File: src/rtl/mmio_timer.sv
// mmio_timer: 32-byte MMIO timer (CTRL/COUNT/COMPARE/STATUS/PRESC), one-cycle ack on rd_en_i/wr_en_i hits, prescaled counter with compare match, auto-reload and irq_o
module mmio_timer #(
  parameter logic [31:0] BASE_ADDR = 32'h8000_0000
) (
  input  logic        clk,
  input  logic        rst,
  input  logic        rd_en_i,
  input  logic        wr_en_i,
  input  logic [31:0] addr_i,
  input  logic [31:0] data_i,
  output logic [31:0] data_o,
  output logic        ack_o,
  output logic        irq_o
);
  logic [2:0] ctrl;
  logic [31:0] count, compare, presc, presc_cnt, rdata;
  logic match, hit, acc, wr_acc, wr_count, tick, hw_match;
  logic [2:0] sel;
  logic unused_ok;
  assign unused_ok = ^addr_i[1:0];
  assign hit = addr_i[31:5] == BASE_ADDR[31:5];
  assign acc = hit & (rd_en_i | wr_en_i);
  assign wr_acc = hit & wr_en_i;
  assign sel = addr_i[4:2];
  assign wr_count = wr_acc & (sel == 3'd1);
  assign tick = ctrl[0] & (presc_cnt == presc);
  assign hw_match = tick & ~wr_count & (count == compare);
  assign irq_o = match & ctrl[2];
  always_comb begin
    rdata = sel == 3'd0 ? {29'b0, ctrl} :
            sel == 3'd1 ? count :
            sel == 3'd2 ? compare :
            sel == 3'd3 ? {31'b0, match} :
            sel == 3'd4 ? presc : 32'b0;
  end
  always_ff @(posedge clk or posedge rst) begin
    if (rst) begin
      ctrl <= '0;
      count <= '0;
      compare <= '0;
      presc <= '0;
      presc_cnt <= '0;
      match <= 1'b0;
      ack_o <= 1'b0;
      data_o <= '0;
    end else begin
      ack_o <= acc;
      data_o <= (acc & ~wr_en_i) ? rdata : 32'b0;
      presc_cnt <= (tick | ~ctrl[0] | (wr_acc & (sel == 3'd4))) ? 32'b0 : presc_cnt + 32'd1;
      if (wr_count) count <= data_i;
      else if (tick) count <= (hw_match & ctrl[1]) ? 32'b0 : count + 32'd1;
      if (hw_match) match <= 1'b1;
      else if (wr_acc & (sel == 3'd3) & data_i[0]) match <= 1'b0;
      if (wr_acc & (sel == 3'd0)) ctrl <= data_i[2:0];
      if (wr_acc & (sel == 3'd2)) compare <= data_i;
      if (wr_acc & (sel == 3'd4)) presc <= data_i;
    end
  end
endmodule
File: config.mk
export PLATFORM = sky130hd
export DESIGN_NAME = mmio_timer
export DESIGN_NICKNAME = d
export VERILOG_FILES = /design/src/rtl/mmio_timer.sv
export SDC_FILE = /design/constraint.sdc
export NUM_CORES = 1
export LEC_CHECK = 0
export ABC_AREA = 0
export BUFFER_PORTS_ARGS = -buffer_cell sky130_fd_sc_hd__buf_2
export CAP_MARGIN = 30
export CORE_MARGIN = 3
export CORE_UTILIZATION = 55
export DETAILED_ROUTE_END_ITERATION = 7
export PLACE_DENSITY = 0.76
export SETUP_SLACK_MARGIN = 0.2
export SKIP_LAST_GASP = 1
export SLEW_MARGIN = 15
export SYNTH_ARGS = -nofsm -noshare
export SYNTH_HDL_FRONTEND = slang
export SYNTH_SLANG_ARGS = --single-unit
File: constraint.sdc
create_clock -name clk -period 12.95 [get_ports clk]
set_input_delay 0 -clock clk [delete_from_list [all_inputs] [get_ports clk]]
set_output_delay 0 -clock clk [all_outputs]
set_load 0.005 [all_outputs]
**Word-level counts from Yosys, hierarchy flattened**

Index checks and enable logic that the tools add are counted.
Widths: inputs -> output; s select.

- Bitwise gates (word level): 20
- $add $sub $neg: 2
- Equality and inequality tests: 7
- Reductions and logical operators: 3
- Multiplexer cells: 12

Operators by type and width:

| cell | count |
|---|---|
| $mux 32 | 10 |
| $add 32x1->32 const B | 2 |
| $eq 32x32->1 | 2 |
| $eq 27x27->1 const B | 1 |
| $and 1x1->1 | 14 |
| $eq 3x2->1 const B | 2 |
| $reduce_bool 2->1 | 2 |
| $eq 3x1->1 const B | 1 |
| $eq 3x3->1 const B | 1 |
| $logic_not 3->1 | 1 |
| $not 1->1 | 3 |
| $or 1x1->1 | 3 |
| $mux 1 | 2 |

- Output and inout port bits: 34
- Input port bits: 68
- Register bits after elaboration: 165

**Depth between registers and ports, before layout**

Gate-level depths: netlist of run 1.

- Word-level depth: 10
- Mapped depth: 9
- Gate-level depth less buffers: 7

**Worst setup path before layout of run 1**

OpenSTA, ideal clock, no wires.

- Path kind: register to register
- Start: reg count[11]
- End: reg count[27]
- Cell stages (with the launch flop): 10
- Slack: 10,793 ps
- Library setup time: 126 ps
- Buffers on the path: 3
- Arrival time: 2,031 ps
- Cell sequence: dfrtp_1 buf_6 nand4_4 or4b_1 buf_2 or3_1 buf_6 o21a_1 a22oi_2 o21ai_1

- Cells in the longest elaborated chain, start to end: 6
- Elaborated cells between the ends (all ways): 7

RTL lines:

| what | line | source |
|---|---|---|
| start: declaration | 16 | `logic [31:0] count, compare, presc, presc_cnt, rdata;` |
| start signal: assignment | 50 | `if (wr_count) count <= data_i;` |
| start signal: assignment | 51 | `else if (tick) count <= (hw_match & ctrl[1]) ? 32'b0 : count + 32'd1;` |
| parallel branches: the longest is 3 deep, another holds $add 32x1->32 | n/a |  |
| $mux 32 (*) (2 in a row) | 51 |  |
| $mux 32 (*) | 50 |  |

Every way passes the cells marked *. The select of a mux whose other input is x is not followed.
A chain may end at the register's enable or synchronous reset.

**Worst setup path after layout of run 1**

- Start: reg count[28]
- End: reg count[6]

- Cells in the longest elaborated chain, start to end: 6

RTL lines:

| what | line | source |
|---|---|---|
| $eq 32x32->1 | 27 | `assign hw_match = tick & ~wr_count & (count == compare);` |
| $and 1x1->1 | 27 |  |
| $and 1x1->1 | 51 |  |
| $mux 32 (2 in a row) | 51 |  |
| $mux 32 | 50 |  |

Every way passes these cells. The select of a mux whose other input is x is not followed.

==> qor.csv, run 1 <==
stage,metric,value,unit
run_status,outcome,completed,
final_layout,nets@finish,1062,
synthesis,adder-cell share of the synthesized area,0.282,%
worst_setup_path,R2R setup slack,9.87,ns
synthesis,number of enable flip-flop cells after synthesis,0,
power_and_ir_drop,Int Pwr,837,uW
drt,First DRT Iteration DRCs,768,
worst_setup_path,Critical Path AT,3.38,ns
power_and_ir_drop,PD cells,103,mW/mm2
synthesis,main flop type after synthesis,dfrtp_1,
clock_network,worst skew pair latency,0.43,ns
floorplan,chip width,133,um
clock_network,H-tree lvl count,4,
final_layout,Area growth syn-to-layout,17.7,%
synthesis,Synth Net Count,967,
final_layout,layout cell share with drive strength beyond 1,22.9,%
floorplan,# IOs,102,
sta,# setup viols final,0,
global_routing,GRT Total Usage,28.2,%
worst_setup_path,Worst EP required,13.24,ns
global_routing,initial antenna violation count,1,
drt,vias,7524,
drt,Routed WL per cell,20.1,um
clock_network,Worst-path clk slew,0.06,ns
sta,RSZ-0062 raised after global routing,no,
drt,drt pass-1 iters,5,
placed_design,Detail Placement HPWL,16600,um
sta,Max Slew Vio Count,0,
clock_network,Clock Path Buffers,2,
power_and_ir_drop,sw power,235,uW
power_and_ir_drop,Leak,0.00447,uW
sta,Final min period,3.08,ns
floorplan,Die Y,133,um
clock_network,Root Buffer,clkbuf_16,
synthesis,compound-gate portion of the synthesized area,12.0,%
placed_design,Area after DPL,0.00946,mm2
power_and_ir_drop,combinational share of power,4.7,%
synthesis,synthesized cell area,0.00888,mm2
worst_setup_path,Crit Path Category,flop to flop,
placed_design,port bufs,99,
sta,fin crit share,23.8,%
clock_network,CTS tree,yes,
final_layout,most frequent cells in the layout,"dfrtp_1 (165), nor2_1 (118), buf_2 (99)",
floorplan,core area,0.0155,mm2
drt,number of routed nets with antenna violations,0,
synthesis,ys async rst share,100,%
global_routing,largest net degree at the start of global routing,94,
floorplan,die area,0.0177,mm2
sta,worst-margin pin slew,0.846,ns
global_routing,first-pass GRT wire length,39400,um
worst_setup_path,Worst Path Max Fanout,33,
worst_setup_path,crit path capture type,flop,
sta,"Hold Vio Cnt, Final",0,
synthesis,sequential fraction of the synthesis area,46.5,%
power_and_ir_drop,VDD IR max,101,uV
drt,DRC viols,0,
synthesis,main combinational cell family by area after synthesis,simple AND/OR/NAND/NOR gates,
sta,TNS Setup,0,ns
global_routing,vias in the first global route,7377,
floorplan,row count,45,
power_and_ir_drop,Clk pwr share,47.2,%
final_layout,"commonest non-fill, non-tap cell in the layout",dfrtp_1,
clock_network,clock sink count,165,
drt,Vias/cell,6.19,
synthesis,YS warnings,0,
sta,Clock Skew,0.00818,ns
synthesis,XOR/XNOR Fraction of Synth Area,9.27,%
job,maxcap violations,0,
synthesis,Synth cell types,52,
final_layout,design area,0.0105,mm2
drt,total wire length,24400,um
synthesis,Synth Area in Simple Gates,19.1,%
power_and_ir_drop,switch share,21.9,%
sta,hold_ws,0.188,ns
synthesis,Post-Syn Instances,897,
sta,Relative slew margins,43.6,%
global_routing,grt ovf,0,
power_and_ir_drop,Flop pwr share,48.1,%
synthesis,register bit total from synthesis,165,
worst_setup_path,startpoint types,flop,
synthesis,Avg Inst Size Synth,9.90,um2
placed_design,placer congestion estimate,0.900,
clock_network,TritonCTS buffer count,17,
synthesis,mux contribution to synthesized area,8.86,%
sta,achievable clock frequency,324,MHz
clock_network,post-CTS sizing,0,
worst_hold_path,HP Class,input port to flop,
floorplan,starting density of the core,57.4,%
final_layout,ant diodes,0,
[layout make-up]
type	instances	area (um2)
Multi-Input combinational cell	649	4410
Clock inverter	10	103
Sequential cell	165	4130
Clock buffer	22	484
Fill cell	1177	5030
Inverter	8	35.0
Timing Repair Buffer	151	1020
Tap cell	211	264
[power groups by stage]
stage	logic (uW)	registers [uW]	clock network (uW)
after floorplan	18.3	525	0
after global placement	41.1	525	0
after detailed placement	41.1	525	0
after CTS	49.9	516	509
after global routing	55.4	515	531
final	50.9	516	506
[worst max-delay path, cell delays in order (launching register included)]
cell     delay, ns
dfrtp_1       0.45
xnor2_1       0.39
nand4_1       0.28
nor4_4        0.60
nand3_2       0.57
buf_16        0.37
a32oi_1       0.20
o31ai_1       0.09
[what timing repair did]
item,4_1_cts,5_1_grt
hold endpoints to repair,196,0
hold buffers,38,0
buffers inserted,0,0
[registers in the layout, summed over array words and instances (netlist names)]
signal / count
match: 1
compare: 32
data_o: 32
presc: 32
presc_cnt: 32
ack_o: 1
ctrl: 3
count: 32
[through the flow]
| step | total power, uW | instances | util (%) | setup WS [ns] |
|---|---|---|---|---|
| 6_report | 1070 | 1216 | 67.5 | 9.87 |
| 5_1_grt | 1100 | 1216 | 67.5 | 9.65 |
| 4_1_cts | 1070 | 1215 | 67.3 | 9.92 |
| 3_5_place_dp | 566 | 1145 | 61.1 | 9.96 |
| 3_3_place_gp | 566 | 1143 | 60.8 | 9.59 |
| 2_1_floorplan | 543 | 897 | - | 8.49 |
[synthesized netlist by cell type (all sizes together) (8+ instances only)]
master  instances  area [um2]
xor2           19         166
a32oi          22         193
and3           16         100
and4            9        78.8
xnor2          75         657
o21ai          15        75.1
clkbuf         44         165
a21oi          51         255
nand2          40         150
nand3          37         190
buf            31         170
mux2           67         754
nor2          118         443
dfrtp         165        4130
a31oi          15        93.8
nor4           19         189
nor3           24         125
nand4          29         196
a22oi          39         298
inv             8        30.0
[path summary, 6_finish.rpt]
| path | startpoint | to | depth (start not counted) |
|---|---|---|---|
| setup / recovery | count[28] | count[6] | 7 |
| hold / removal | addr_i[4] | data_o[0] | 3 |
| setup reg to reg | count[28] | count[6] | 7 |
| hold reg to reg | presc_cnt[0] | presc_cnt[0] | 1 |
| max in group asynchronous | rst | compare[10] | 5 |
| min in group asynchronous | rst | presc_cnt[8] | 3 |
[cell families after synthesis]
logic type / Yosys count
mux: 69
compound gates: 161
xor+xnor: 94
flops: 165
buf+inv: 83
simple gates: 323
fa+ha+maj: 2
[routing by layer]
layer / wire length (um) / global-route usage [%] / vias up
li1: - / - / 3394
met4: 994 / 12.3 / 2
met5: 13 / 0 / -
met1: 9980 / 38.0 / 3696
met2: 11600 / 45.0 / 367
met3: 1770 / 5.06 / 65
(Power assumes the default switching activity.)
==> run 2, diff against run 1 <==
- CORE_UTILIZATION: 55 -> 53
- clock period: 12.95 -> 2.7 ns (I/O delays scaled with it)
==> run 2 against run 1 <==
- global-route usage shrank 0.44 points
- wire length rose by 3.3%
- via count grew 0.88%
- clock-buffer cell count decreased by 4
- combinational power grew to 4.7 times the previous value
- total power increased to 4.8 times the previous value
- critical endpoint is now count[27]
==> qor.csv, run 2 (synthesis gave the netlist of run 1 again) <==
stage,metric,value,unit
worst_setup_path,Worst Reg-to-Reg Cells,6,
worst_hold_path,HP Class,input port to flop,
power_and_ir_drop,Clk pwr share,46.9,%
final_layout,Area growth syn-to-layout,18.9,%
global_routing,grt ovf,0,
sta,achievable clock frequency,419,MHz
power_and_ir_drop,PD cells,484,mW/mm2
floorplan,core area,0.0161,mm2
final_layout,layout cell share with drive strength beyond 1,24.3,%
drt,Routed WL per cell,20.4,um
sta,Relative slew margins,39.6,%
drt,DRC viols,0,
placed_design,Detail Placement HPWL,17100,um
drt,vias,7590,
sta,"Hold Vio Cnt, Final",0,
clock_network,Worst-path clk slew,0.07,ns
power_and_ir_drop,combinational share of power,4.7,%
drt,Vias/cell,6.15,
sta,# setup viols final,0,
worst_setup_path,startpoint types,flop,
drt,drt pass-1 iters,5,
sta,Final min period,2.39,ns
sta,fin crit share,88.4,%
global_routing,first-pass GRT wire length,39400,um
clock_network,TritonCTS buffer count,17,
global_routing,initial antenna violation count,0,
clock_network,clock sink count,165,
worst_setup_path,Worst Path Max Fanout,8,
sta,RSZ-0062 raised after global routing,yes,
sta,Max Slew Vio Count,0,
placed_design,placer congestion estimate,0.903,
worst_setup_path,crit path capture type,flop,
worst_setup_path,Critical Path AT,2.72,ns
worst_hold_path,Hold Crit Depth,3,
sta,final worst slack,0.313,ns
drt,total wire length,25200,um
global_routing,vias in the first global route,7318,
job,maxcap violations,0,
power_and_ir_drop,Int Pwr,3940,uW
power_and_ir_drop,switch share,22.9,%
clock_network,Root Buffer,clkbuf_16,
sta,Clock Skew,0.0173,ns
power_and_ir_drop,Tot Pwr,5110,uW
clock_network,H-tree lvl count,4,
clock_network,CTS tree,yes,
power_and_ir_drop,Flop pwr share,48.4,%
run_status,outcome,completed,
floorplan,Die Y,135,um
floorplan,starting density of the core,55.1,%
final_layout,"commonest non-fill, non-tap cell in the layout",dfrtp_1,
placed_design,port bufs,99,
sta,hold_ws,0.0191,ns
clock_network,worst skew pair latency,0.44,ns
final_layout,most frequent cells in the layout,"dfrtp_1 (164), nor2_1 (118), buf_2 (99)",
sta,worst-margin pin slew,0.906,ns
sta,TNS Setup,0,ns
power_and_ir_drop,VDD IR max,469,uV
final_layout,ant diodes,0,
floorplan,chip width,135,um
worst_setup_path,Crit Path Category,flop to flop,
power_and_ir_drop,Leak,0.00452,uW
clock_network,Clock Path Buffers,2,
final_layout,fillers,1259,
floorplan,die area,0.0184,mm2
final_layout,nets@finish,1076,
floorplan,row count,46,
global_routing,GRT Total Usage,27.7,%
global_routing,largest net degree at the start of global routing,166,
worst_setup_path,Worst EP required,3.03,ns
floorplan,# IOs,102,
power_and_ir_drop,sw power,1170,uW
placed_design,Place WS,0.278,ns
drt,First DRT Iteration DRCs,787,
worst_setup_path,R2R setup slack,0.31,ns
drt,number of routed nets with antenna violations,0,
-- run 2: cell types whose count changed in the layout (fill, tap and decap cells not counted), sizes merged --
cell / before / now
clkinv: 7 / 9
buf: 113 / 129
clkbuf: 22 / 18
clkinvlp: 1 / 2
dlygate4sd3: 38 / 36
-- run 2: area by class of cell --
cell class | count | area [um2] | area share (%)
tap | 216 | 270 | 2.56
inverter | 8 | 33.8 | 0.320
sequential | 165 | 4130 | 39.1
clock inverter | 13 | 133 | 1.26
clock buffer | 18 | 439 | 4.16
timing repair buffer | 165 | 1130 | 10.7
multi-input combinational | 649 | 4420 | 41.9
-- run 2: power by group through the flow --
stage	Combinational [uW]	Sequential [uW]	Clock, uW
final	241	2470	2400
after global routing	263	2470	2520
after CTS	242	2470	2410
after detailed placement	201	2520	0
after global placement	201	2520	0
after floorplan	88.2	2520	0
-- run 2: path summary, 6_finish.rpt --
kind,startpoint,to
setup / recovery,count[13],count[27]
hold / removal,addr_i[4],data_o[4]
setup reg to reg,count[13],count[27]
hold reg to reg,presc_cnt[0],presc_cnt[0]
max in group asynchronous,rst,count[12]
min in group asynchronous,rst,presc_cnt[4]
-- run 2: repair_timing --
item                                    in CTS  in global routing
resized for setup                            0                  2
endpoints found under the hold margin      269                  0
hold buffers                                36                  0
setup buffers                                0                  0
endpoints found under the setup margin       0                  7
-- run 2: worst max-delay path, stage by stage (launching register included) --
cell and delay, ns:
dfrtp_1 0.49, nand4_4 0.16, or4b_1 0.68, or3_1 0.50
o21a_1 0.24, a22oi_2 0.14, o21ai_1 0.07
-- run 2: per-layer routing --
metal	global-route usage [%]	share of wire [%]
met1	37.1	41
met2	45.5	48
met3	4.35	7.6
met4	11.1	3.5
met5	0	0
-- run 2: per-stage QoR --
step,utilization [%],std cells,area (um2)
after floorplan,-,897,8890
after global placement,59.6,1166,9610
after detailed placement,59.7,1167,9620
after CTS,65.5,1234,10600
after global routing,65.6,1234,10600
final,65.6,1234,10600
==> run 3, diff against run 2 <==
- clock period: 2.7 -> 2.1 ns (I/O delays scaled with it)
==> run 3 against run 2 <==
- the run now ends with setup timing left
- critical path depth up 1
- flip-flop and latch count unchanged
- first-iteration DRC count up 12%
- sequential share of layout area down 3.3 points
- fmax up 6.2%
- wire length up 12%
- combinational power up 36%
- sequential power up 29%
- critical path type unchanged
- largest cell class unchanged
- largest power group unchanged
==> qor.csv, run 3 (synthesis gave the netlist of run 1 again) <==
stage,metric,value,unit
drt,DRC viols,0,
worst_setup_path,Worst Path Max Fanout,3,
sta,Relative slew margins,59.0,%
floorplan,core area,0.0161,mm2
worst_setup_path,crit path capture type,flop,
sta,fin crit share,107,%
final_layout,nets@finish,1155,
sta,"Hold Vio Cnt, Final",0,
worst_hold_path,HP Class,input port to flop,
placed_design,placer congestion estimate,0.944,
final_layout,layout cell share with drive strength beyond 1,33.0,%
clock_network,Worst-path clk slew,0.07,ns
global_routing,grt ovf,0,
worst_setup_path,Worst Reg-to-Reg Cells,7,
worst_hold_path,WHS Endpoint,data_o[10],
floorplan,die area,0.0184,mm2
worst_setup_path,RR Startpoint,presc[14],
placed_design,Detail Placement HPWL,18000,um
sta,# setup viols final,48,
power_and_ir_drop,PD cells,568,mW/mm2
global_routing,first-pass GRT wire length,42600,um
sta,Clock Skew,0.00811,ns
job,maxcap violations,0,
drt,First DRT Iteration DRCs,882,
run_status,failing checks,setup timing,
drt,drt pass-1 iters,5,
worst_setup_path,R2R setup slack,-0.15,ns
sta,Final min period,2.25,ns
worst_setup_path,Crit Path Category,flop to flop,
worst_setup_path,Worst EP required,2.46,ns
floorplan,Die Y,135,um
floorplan,chip width,135,um
clock_network,Clock Path Buffers,2,
drt,vias,8122,
floorplan,row count,46,
clock_network,Root Buffer,clkbuf_16,
sta,hold_ws,0.0261,ns
drt,Vias/cell,6.19,
sta,achievable clock frequency,445,MHz
sta,Max Slew Vio Count,0,
worst_setup_path,Critical Path AT,2.60,ns
worst_hold_path,Hold Startpoint,addr_i[4],
sta,worst-margin pin slew,0.614,ns
final_layout,"commonest non-fill, non-tap cell in the layout",dfrtp_1,
drt,number of routed nets with antenna violations,0,
final_layout,Non-Filler Instances,1313,
floorplan,starting density of the core,55.1,%
clock_network,H-tree lvl count,4,
worst_hold_path,Hold Crit Depth,3,
floorplan,# IOs,102,
sta,RSZ-0062 raised after global routing,yes,
final_layout,most frequent cells in the layout,"dfrtp_1 (163), nor2_1 (116), buf_2 (99)",
global_routing,largest net degree at the start of global routing,72,
worst_setup_path,Critical R2R Capture,count[7],
power_and_ir_drop,Leak,0.00502,uW
clock_network,CTS tree,yes,
global_routing,vias in the first global route,7929,
final_layout,Area growth syn-to-layout,29.9,%
placed_design,total placed cells including tap cells,1231,
final_layout,ant diodes,0,
clock_network,clock sink count,165,
run_status,outcome,"finished, violations left",
sta,final worst slack,-0.148,ns
power_and_ir_drop,VDD IR max,624,uV
global_routing,initial antenna violation count,0,
drt,Routed WL per cell,21.4,um
placed_design,port bufs,99,
worst_setup_path,startpoint types,flop,
clock_network,TritonCTS buffer count,17,
global_routing,GRT Total Usage,30.2,%
clock_network,worst skew pair latency,0.43,ns
drt,total wire length,28100,um
-- run 3: cell count changes in the layout (fill, tap and decap cells not counted), sizes merged --
cell / before / now
clkinv: 9 / 4
inv: 8 / 12
dlygate4sd3: 36 / 38
clkbuf: 18 / 19
buf: 129 / 204
clkinvlp: 2 / 5
bufinv: 2 / 1
-- run 3: layout make-up --
cell class                      instances  area, um2
Tap cell                              216        270
Inverter                                8       33.8
Timing Repair Buffer                  244       1880
Multi-Input combinational cell        649       4650
Sequential cell                       165       4130
Fill cell                            1124       4570
Clock inverter                         14        148
Clock buffer                           17        425
-- run 3: through the flow --
| stage | setup slack [ns] | util (%) | total power, uW | instance area, um2 | setup TNS, ns |
|---|---|---|---|---|---|
| floorplan | -0.0568 | - | 3350 | 9020 | -0.0575 |
| global placement | 0.0258 | 63.2 | 3500 | 10200 | 0 |
| detailed placement | -0.0382 | 63.2 | 3500 | 10200 | -0.131 |
| CTS | -0.0353 | 70.3 | 6560 | 11300 | -0.128 |
| global route | -0.206 | 71.6 | 6730 | 11500 | -7.35 |
| finish | -0.148 | 71.6 | 6560 | 11500 | -3.60 |
-- run 3: what timing repair did --
action,4_1_cts,5_1_grt
endpoints found under the setup margin,65,65
setup buffers,5,2
hold endpoints to repair,127,0
gates cloned,3,2
hold buffers,38,0
gates resized for setup,20,24
pin swaps,11,10
-- run 3: metal layers --
metal / global-route usage [%] / wire [um] / vias up
met1: 38.5 / 11200 / 3948
met5: 0 / 0 / -
met3: 5.16 / 2120 / 116
met4: 18.0 / 1730 / 0
li1: - / - / 3606
met2: 48.6 / 13100 / 452
-- run 3: power by group --
group	leakage (uW)	total [uW]	internal (uW)	switching [uW]
combinational	0.00253	328	125	203
clock	0.000269	3060	1660	1400
sequential	0.00223	3180	3180	0.000138
-- run 3: worst max path at each step --
stage,startpoint,endpoint,cells after the start
6_report,presc[14],count[7],7
4_1_cts,count[16],count[31],6
2_1_floorplan,count[11],count[27],9
3_5_place_dp,count[13],count[25],7
5_1_grt,presc[14],count[7],7
3_3_place_gp,count[13],count[25],7
-- run 3: worst max-delay path, stage by stage, from the launching register on --
cell	delay (ns)
dfrtp_2	0.45
xnor2_2	0.18
nand4_1	0.22
nor4_2	0.33
buf_4	0.16
nand3_2	0.10
or4b_4	0.57
a31oi_4	0.17
